`src/rtl/lcd_pkg.sv`:
```
// Shared constants and types for the LCD result display path: HD44780
// command bytes, ASCII codes, CPU opcodes, controller state encodings and
// a couple of character helpers.
package lcd_pkg;

   localparam logic [7:0] CMD_FUNC_SET   = 8'h38;
   localparam logic [7:0] CMD_DISP_ON    = 8'h0C;
   localparam logic [7:0] CMD_ENTRY_MODE = 8'h06;
   localparam logic [7:0] CMD_CLEAR      = 8'h01;
   localparam logic [7:0] CMD_LINE1      = 8'h80;
   localparam logic [7:0] CMD_LINE2      = 8'hC0;

   localparam logic [7:0] ASCII_SPACE = 8'h20;
   localparam logic [7:0] ASCII_PLUS  = 8'h2B;
   localparam logic [7:0] ASCII_MINUS = 8'h2D;
   localparam logic [7:0] ASCII_R     = 8'h52;
   localparam logic [7:0] ASCII_ZERO  = 8'h30;

   localparam logic [2:0] OP_LOAD = 3'b000;
   localparam logic [2:0] OP_ADD  = 3'b001;
   localparam logic [2:0] OP_ADDI = 3'b010;
   localparam logic [2:0] OP_SUB  = 3'b011;
   localparam logic [2:0] OP_SUBI = 3'b100;
   localparam logic [2:0] OP_MUL  = 3'b101;
   localparam logic [2:0] OP_CLR  = 3'b110;
   localparam logic [2:0] OP_DPL  = 3'b111;

   typedef enum logic [2:0] {
      ST_PWRUP_WAIT,
      ST_INIT,
      ST_IDLE,
      ST_CONVERT,
      ST_SEND
   } state_e;

   // Sub-phases of a single LCD byte write.
   typedef enum logic [1:0] {
      PH_SETUP,
      PH_PULSE,
      PH_WAIT
   } phase_e;

   function automatic logic [7:0] ascii_digit(input logic [3:0] d);
      return ASCII_ZERO + {4'h0, d};
   endfunction

   // Character k (0 = leftmost) of the 4-character mnemonic for an opcode.
   function automatic logic [7:0] mnemonic_char(input logic [2:0] op, input logic [1:0] k);
      logic [31:0] word;
      case (op)
         OP_LOAD: word = "LOAD";
         OP_ADD:  word = "ADD ";
         OP_ADDI: word = "ADDI";
         OP_SUB:  word = "SUB ";
         OP_SUBI: word = "SUBI";
         OP_MUL:  word = "MUL ";
         OP_DPL:  word = "DPL ";
         default: word = "    ";
      endcase
      case (k)
         2'd0:    return word[31:24];
         2'd1:    return word[23:16];
         2'd2:    return word[15:8];
         default: return word[7:0];
      endcase
   endfunction

endpackage

```
`src/rtl/bin2bcd_seq.sv`:
```
// Sequential double-dabble converter: 17-bit binary to five BCD digits.
// One bit per clock; done_o pulses 18 cycles after start_i and bcd_o then
// holds the result until the next start.
module bin2bcd_seq (
   input  logic        clock_50mhz,
   input  logic        botao_reset_ligar,
   input  logic        start_i,
   input  logic [16:0] bin_i,
   output logic        done_o,
   output logic [19:0] bcd_o
);

   logic [16:0] bin_q, bin_d;
   logic [19:0] bcd_q, bcd_d, adj;
   logic [4:0]  cnt_q;
   logic        run_q, done_q;

   // One add-3-then-shift step of the double-dabble algorithm.
   always_comb begin
      adj = bcd_q;
      for (int k = 0; k < 5; k++) begin
         if (adj[4*k +: 4] >= 4'd5) adj[4*k +: 4] = adj[4*k +: 4] + 4'd3;
      end
      bcd_d = {adj[18:0], bin_q[16]};
      bin_d = {bin_q[15:0], 1'b0};
   end

   // Load on start, then shift 17 times and flag completion.
   always_ff @(posedge clock_50mhz or negedge botao_reset_ligar) begin
      if (!botao_reset_ligar) begin
         bin_q  <= '0;
         bcd_q  <= '0;
         cnt_q  <= '0;
         run_q  <= 1'b0;
         done_q <= 1'b0;
      end else if (start_i) begin
         bin_q  <= bin_i;
         bcd_q  <= '0;
         cnt_q  <= 5'd17;
         run_q  <= 1'b1;
         done_q <= 1'b0;
      end else if (run_q) begin
         bin_q  <= bin_d;
         bcd_q  <= bcd_d;
         cnt_q  <= cnt_q - 5'd1;
         run_q  <= (cnt_q != 5'd1);
         done_q <= (cnt_q == 5'd1);
      end else begin
         done_q <= 1'b0;
      end
   end

   assign done_o = done_q;
   assign bcd_o  = bcd_q;

endmodule

```
`src/rtl/lcd_display_ctrl.sv`:
```
// Result display controller for an HD44780 16x2 LCD in 8-bit mode.
// Takes one request per CPU instruction, renders mnemonic/register on line 1
// and signed decimal value on line 2, and hands busy/done back to the CPU.
//
// state          | meaning
// ST_PWRUP_WAIT  | LCD power-up delay, bus idle
// ST_INIT        | writing the four init commands
// ST_IDLE        | ready, busy=0, waiting for req_valid
// ST_CONVERT     | magnitude to BCD in progress
// ST_SEND        | writing frame bytes (or the single clear command)
//
// Each byte runs PH_SETUP (1 cycle) -> PH_PULSE (en high) -> PH_WAIT (en low).
module lcd_display_ctrl
   import lcd_pkg::*;
#(
   parameter int POWERUP_CYC    = 1_000_000,
   parameter int EN_PULSE_CYC   = 25,
   parameter int CHAR_WAIT_CYC  = 2_500,
   parameter int CLEAR_WAIT_CYC = 100_000
) (
   input  logic        clock_50mhz,
   input  logic        botao_reset_ligar,
   input  logic        req_valid,
   input  logic [2:0]  req_opcode,
   input  logic [3:0]  req_reg_addr,
   input  logic [15:0] req_value,
   output logic        busy,
   output logic        done,
   output logic [7:0]  lcd_data,
   output logic        lcd_rs,
   output logic        lcd_rw,
   output logic        lcd_en,
   output logic        lcd_on,
   output logic        lcd_blon
);

   localparam int TMAX_A = (POWERUP_CYC > CLEAR_WAIT_CYC) ? POWERUP_CYC : CLEAR_WAIT_CYC;
   localparam int TMAX_B = (EN_PULSE_CYC > CHAR_WAIT_CYC) ? EN_PULSE_CYC : CHAR_WAIT_CYC;
   localparam int TMAX   = (TMAX_A > TMAX_B) ? TMAX_A : TMAX_B;
   localparam int TW     = $clog2(TMAX + 1);

   localparam logic [5:0] LAST_INIT  = 6'd3;
   localparam logic [5:0] LAST_FRAME = 6'd33;

   state_e          state_q, state_d;
   phase_e          phase_q, phase_d;
   logic [TW-1:0]   timer_q, timer_d;
   logic [5:0]      idx_q, idx_d;

   logic [2:0]      op_q;
   logic [3:0]      reg_q;
   logic [15:0]     value_q;
   logic            start_q, done_q;

   logic            accept, frame_end, bcd_done, is_clear, byte_active;
   logic [5:0]      last_idx;
   logic [16:0]     value_sx, magnitude;
   logic [19:0]     bcd;
   logic [3:0]      pos1, pos2, reg_units;
   logic [7:0]      line1_char, line2_char, cur_data;
   logic            cur_rs;

   // Sign-extend before negating so 0x8000 yields 32768 rather than wrapping.
   assign value_sx  = {value_q[15], value_q};
   assign magnitude = value_q[15] ? (~value_sx + 17'd1) : value_sx;

   bin2bcd_seq u_bin2bcd (
      .clock_50mhz       (clock_50mhz),
      .botao_reset_ligar (botao_reset_ligar),
      .start_i           (start_q),
      .bin_i             (magnitude),
      .done_o            (bcd_done),
      .bcd_o             (bcd)
   );

   // Select the byte addressed by idx_q in the current state.
   always_comb begin
      pos1       = 4'(idx_q - 6'd1);
      pos2       = 4'(idx_q - 6'd18);
      reg_units  = (reg_q >= 4'd10) ? (reg_q - 4'd10) : reg_q;
      line1_char = ASCII_SPACE;
      if (pos1 <= 4'd3)      line1_char = mnemonic_char(op_q, pos1[1:0]);
      else if (pos1 == 4'd5) line1_char = ASCII_R;
      else if (pos1 == 4'd6) line1_char = ascii_digit((reg_q >= 4'd10) ? 4'd1 : 4'd0);
      else if (pos1 == 4'd7) line1_char = ascii_digit(reg_units);
      case (pos2)
         4'd0:    line2_char = value_q[15] ? ASCII_MINUS : ASCII_PLUS;
         4'd1:    line2_char = ascii_digit(bcd[19:16]);
         4'd2:    line2_char = ascii_digit(bcd[15:12]);
         4'd3:    line2_char = ascii_digit(bcd[11:8]);
         4'd4:    line2_char = ascii_digit(bcd[7:4]);
         4'd5:    line2_char = ascii_digit(bcd[3:0]);
         default: line2_char = ASCII_SPACE;
      endcase
      cur_data = 8'h00;
      cur_rs   = 1'b0;
      if (state_q == ST_INIT) begin
         case (idx_q)
            6'd0:    cur_data = CMD_FUNC_SET;
            6'd1:    cur_data = CMD_DISP_ON;
            6'd2:    cur_data = CMD_ENTRY_MODE;
            default: cur_data = CMD_CLEAR;
         endcase
      end else if (op_q == OP_CLR) begin
         cur_data = CMD_CLEAR;
      end else if (idx_q == 6'd0) begin
         cur_data = CMD_LINE1;
      end else if (idx_q <= 6'd16) begin
         cur_data = line1_char;
         cur_rs   = 1'b1;
      end else if (idx_q == 6'd17) begin
         cur_data = CMD_LINE2;
      end else begin
         cur_data = line2_char;
         cur_rs   = 1'b1;
      end
   end

   assign is_clear = !cur_rs && (cur_data == CMD_CLEAR);
   assign last_idx = (state_q == ST_INIT) ? LAST_INIT :
                     (op_q == OP_CLR)     ? 6'd0      : LAST_FRAME;

   // Control state register.
   always_ff @(posedge clock_50mhz or negedge botao_reset_ligar) begin
      if (!botao_reset_ligar) begin
         state_q <= ST_PWRUP_WAIT;
         phase_q <= PH_SETUP;
         timer_q <= TW'(POWERUP_CYC - 1);
         idx_q   <= '0;
      end else begin
         state_q <= state_d;
         phase_q <= phase_d;
         timer_q <= timer_d;
         idx_q   <= idx_d;
      end
   end

   // Next-state logic: power-up delay, byte sequencing and request accept.
   always_comb begin
      state_d   = state_q;
      phase_d   = phase_q;
      timer_d   = timer_q;
      idx_d     = idx_q;
      accept    = 1'b0;
      frame_end = 1'b0;
      case (state_q)
         ST_PWRUP_WAIT: begin
            if (timer_q == '0) begin
               state_d = ST_INIT;
               phase_d = PH_SETUP;
               idx_d   = '0;
            end else begin
               timer_d = timer_q - 1'b1;
            end
         end
         ST_INIT, ST_SEND: begin
            case (phase_q)
               PH_SETUP: begin
                  phase_d = PH_PULSE;
                  timer_d = TW'(EN_PULSE_CYC - 1);
               end
               PH_PULSE: begin
                  if (timer_q == '0) begin
                     phase_d = PH_WAIT;
                     timer_d = is_clear ? TW'(CLEAR_WAIT_CYC - 1) : TW'(CHAR_WAIT_CYC - 1);
                  end else begin
                     timer_d = timer_q - 1'b1;
                  end
               end
               default: begin
                  if (timer_q != '0) begin
                     timer_d = timer_q - 1'b1;
                  end else if (idx_q == last_idx) begin
                     state_d   = ST_IDLE;
                     frame_end = (state_q == ST_SEND);
                  end else begin
                     idx_d   = idx_q + 6'd1;
                     phase_d = PH_SETUP;
                  end
               end
            endcase
         end
         ST_IDLE: begin
            if (req_valid) begin
               accept  = 1'b1;
               state_d = (req_opcode == OP_CLR) ? ST_SEND : ST_CONVERT;
               phase_d = PH_SETUP;
               idx_d   = '0;
            end
         end
         ST_CONVERT: begin
            if (bcd_done) begin
               state_d = ST_SEND;
               phase_d = PH_SETUP;
               idx_d   = '0;
            end
         end
         default: state_d = ST_PWRUP_WAIT;
      endcase
   end

   // Request latch, converter kick-off and the registered done pulse.
   always_ff @(posedge clock_50mhz or negedge botao_reset_ligar) begin
      if (!botao_reset_ligar) begin
         op_q    <= '0;
         reg_q   <= '0;
         value_q <= '0;
         start_q <= 1'b0;
         done_q  <= 1'b0;
      end else begin
         start_q <= accept && (req_opcode != OP_CLR);
         done_q  <= frame_end;
         if (accept) begin
            op_q    <= req_opcode;
            reg_q   <= req_reg_addr;
            value_q <= req_value;
         end
      end
   end

   // Drive the LCD bus and CPU handshake from the current state.
   always_comb begin
      byte_active = (state_q == ST_INIT) || (state_q == ST_SEND);
      busy        = (state_q != ST_IDLE);
      done        = done_q;
      lcd_en      = byte_active && (phase_q == PH_PULSE);
      lcd_data    = byte_active ? cur_data : 8'h00;
      lcd_rs      = byte_active && cur_rs;
      lcd_rw      = 1'b0;
      lcd_on      = 1'b1;
      lcd_blon    = 1'b1;
   end

endmodule

```
`config.mk`:
```
export PLATFORM = sky130hd
export DESIGN_NAME = lcd_display_ctrl
export DESIGN_NICKNAME = d
export VERILOG_FILES = /design/src/rtl/lcd_pkg.sv /design/src/rtl/bin2bcd_seq.sv /design/src/rtl/lcd_display_ctrl.sv
export SDC_FILE = /design/constraint.sdc
export NUM_CORES = 1
export LEC_CHECK = 0
export BUFFER_PORTS_ARGS = -buffer_cell sky130_fd_sc_hd__buf_4
export CORE_MARGIN = 2
export CORE_UTILIZATION = 60
export DETAILED_ROUTE_END_ITERATION = 8
export PLACE_DENSITY = 0.86
export SYNTH_ARGS = -nofsm -noshare
export SYNTH_HDL_FRONTEND = slang
export SYNTH_SLANG_ARGS = --single-unit
```
`constraint.sdc`:
```
create_clock -name clock_50mhz -period 4.3 [get_ports clock_50mhz]
set_input_delay 0.43 -clock clock_50mhz [delete_from_list [all_inputs] [get_ports clock_50mhz]]
set_output_delay 0.43 -clock clock_50mhz [all_outputs]
set_load 0.05 [all_outputs]
```
==> results.toml <==
[global_route]
grt_use_met3 = 0.0621
grt_pass1_wl_um = 23900
grt_pass1_vias = 5178
grt.total_usage = 0.254
top_usage_layer = "met2"
antenna_found_initial = 0
grt_max_degree = 61
grt_use_met1 = 0.336
grt_overflow_total = 0
met2_usage = 0.418

[timing]
worstMarginPinSlew_ns = 0.858
fmax_ghz = 0.271
setup_violations = 0
layout_worst_path_cycle_share = 0.857
slew_violations = 0
skew_ns = 0.00983
min_period_ns = 3.69
tns_ns = 0
hold_violations = 0
slew_headroom = 0.428
fin_ws_ns = 0.614
rsz0062_at_grt = "false"

[synth]
synth_edf_count = 0
synthFlopType = "dfrtp_1"
async_flop_share = 1.00
yosys_warnings = 0
synth_seq_area_share = 0.386
synth_top_area_share = 0.338
syn_area_um2 = 6520
synth_seq_cells = 100
post-synth-top-area-cell = "dfrtp_1"
syn_inst = 746
yosys-top-cells-area = "dfrtp_1, ha_1, o21ai_0"
yosysUniqueCellTypes = 65
avgSynthCellArea_um2 = 8.74

[cts]
numCtsBuffers = 9
cts_root_buf = "clkbuf_8"
clock_sinks = 100
cts_resized = 0
hold_buffers = 0
htree_num_levels = 3
clk_path_buf_depth = 2
insertion_delay_ns = 0.38
cts_tree = "built"
post-cts-setup-buffer-count = 0
path_clk_slew_ns = 0.10

[layout]
layout_commonest_cell = "dfrtp_1"
diodes = 0
fillers = 850
postLayoutCellArea_um2 = 7010
drive_gt1_frac = 0.132
fin_nets = 806
area_growth_pct = 7.62
final_cell_mix = "dfrtp_1, nand2_1, nor2_1"

[critical_path]
worstPathRequired_ns = 3.87
crit_fanout = 9
worstPathArrival_ns = 3.26
cpLargestDelayFamily = "compound AO/OA/AOI/OAI gates"
worst-setup-path-type = "flip-flop to primary output"
cp_num_buf_inv = 2
crit_path_end_kind = "primary output"
reg2reg_slack_ns = 0.98
crit_top_cell = "o211ai_1"
crit_path_top_delay_cell = "dfrtp_1"
start_kind = "flip-flop"
crit_chain = "inv_1 > ha_1 > a21boi_0 > xor2_1 > nor4_1 > o211ai_1 > o211ai_1 > o211ai_1 > a21oi_1 > buf_4"
critPathMaxStageDelay_ns = 0.47

[routing]
drc = 0
wl_per_cell_um = 15.2
wirelength_um = 13600
drt_first_pass_iters = 5
drtAntennaViolNets = 0
drt-initial-drc-count = 341
routed_via_density = 5.98
vias = 5370

[power]
power_density_nw_per_um2 = 367
pwr-share-clk = 0.242
p_int_mw = 1.69
power_leakage_nw = 3.03
p_sw_uw = 883
comb_power_share = 0.261
p_sw_frac = 0.343
seq_power_share = 0.497
p_total_mw = 2.58
irDropWorstVdd_mv = 0.397

[placed_design]
dp_slack_ns = 1.00
hpwl_um = 9750
post_dp_cell_area_um2 = 6810
finalWeightedCongestion = 0.922
io_buffers = 37

[floorplanning]
num_rows = 38
io_pins = 41
coreArea_um2 = 10700
die_h_um = 108
start_util = 0.609
die_w_um = 108
die-area_um2 = 11700

[job]
cap_violations = 0

[outcome]
outcome = "complete, no violations"

[min_path]
min_path_type = "input port to asynchronous set/reset pin"
## flip-flops by register name, summed over array words and instances (netlist names), 3 cells and up
signal / cells
state_q: 3
timer_q: 20
reg_q: 4
op_q: 3
u_bin2bcd.bcd_o: 20
idx_q: 6
value_q: 16
u_bin2bcd.bin_q: 17
u_bin2bcd.cnt_q: 5
## cells by family after synthesis
group                      share of synthesized area
other                                        0.00115
DFF                                            0.386
AOI/OAI and AO/OA                              0.171
muxes                                         0.0856
buffers and inverters                         0.0468
and+or+nand+nor                                0.205
xor gates and xnor gates                      0.0524
adders and majority gates                     0.0518
## metrics by stage
| step | hold WS [ns] | std cells | utilization |
|---|---|---|---|
| 2_1_floorplan | 0.134 | 747 | - |
| 3_3_place_gp | 0.484 | 882 | 0.637 |
| 3_5_place_dp | 0.483 | 882 | 0.637 |
| 4_1_cts | 0.0995 | 898 | 0.656 |
| 5_1_grt | 0.120 | 898 | 0.656 |
| 6_report | 0.0838 | 898 | 0.656 |
## synth_stat cells, types with 3 or more instances
library cell / n
xnor2_1: 30
buf_1: 4
and2_1: 3
nor4_1: 11
or3_1: 7
mux2_2: 19
a22oi_1: 3
xor2_1: 9
nor2_1: 66
o21ai_1: 8
a21oi_1: 49
a31oi_1: 5
a21o_1: 4
o211ai_1: 5
ha_1: 27
o31ai_1: 4
o21a_1: 3
inv_1: 29
nand2_1: 68
nand3b_1: 4
a221oi_1: 6
nand3_1: 14
a211oi_1: 5
and3_1: 7
nor3_1: 26
nor2b_1: 8
nand4_1: 4
buf_4: 4
dfstp_2: 12
nor3b_1: 8
o22ai_1: 4
a221o_1: 3
clkbuf_1: 36
dfrtp_1: 88
mux2_1: 3
nand2b_1: 26
nand4b_1: 3
o21ai_0: 64
mux2i_1: 31
## worst paths after layout
check                                         from                 endpoint  cells after the start
max                           idx_q[1]$_DFFE_PN0P_              lcd_data[3]                     10
min                              botao_reset_ligar      op_q[2]$_DFFE_PN0P_                      1
max reg2reg                timer_q[13]$_DFFE_PN0P_  timer_q[16]$_DFFE_PN1P_                      6
min reg2reg                timer_q[10]$_DFFE_PN0P_  timer_q[10]$_DFFE_PN0P_                      1
max in group asynchronous        botao_reset_ligar  timer_q[14]$_DFFE_PN1P_                      2
min in group clock_50mhz              req_value[0]   value_q[0]$_DFFE_PN0P_                      3
## metal layers
| layer | vias to the layer above | share of wire | wire length, um |
|---|---|---|---|
| li1 | 2640 | - | - |
| met1 | 2575 | 0.45 | 6070 |
| met2 | 139 | 0.48 | 6570 |
| met3 | 16 | 0.053 | 725 |
| met4 | 0 | 0.020 | 272 |
| met5 | - | 0 | 0 |
## power groups by stage
stage	Combinational (mW)	Sequential (mW)	Clock, mW
2_1_floorplan	0.580	1.22	0
3_3_place_gp	0.638	1.29	0
3_5_place_dp	0.678	1.30	0
4_1_cts	0.684	1.28	0.641
5_1_grt	0.770	1.31	0.682
6_report	0.672	1.28	0.622
## cell type report
class                   instances  area (um2)  share of cell area
multi-input cells             572        3700               0.528
clock buffers                   9         124              0.0177
clock inverters                 7        80.1              0.0114
inverters                      29         109              0.0155
repair buffers                 41         308              0.0439
flip-flops and latches        100        2520               0.359
well taps                     140         175              0.0250
Note: power is estimated with default switching activity, not from simulation.
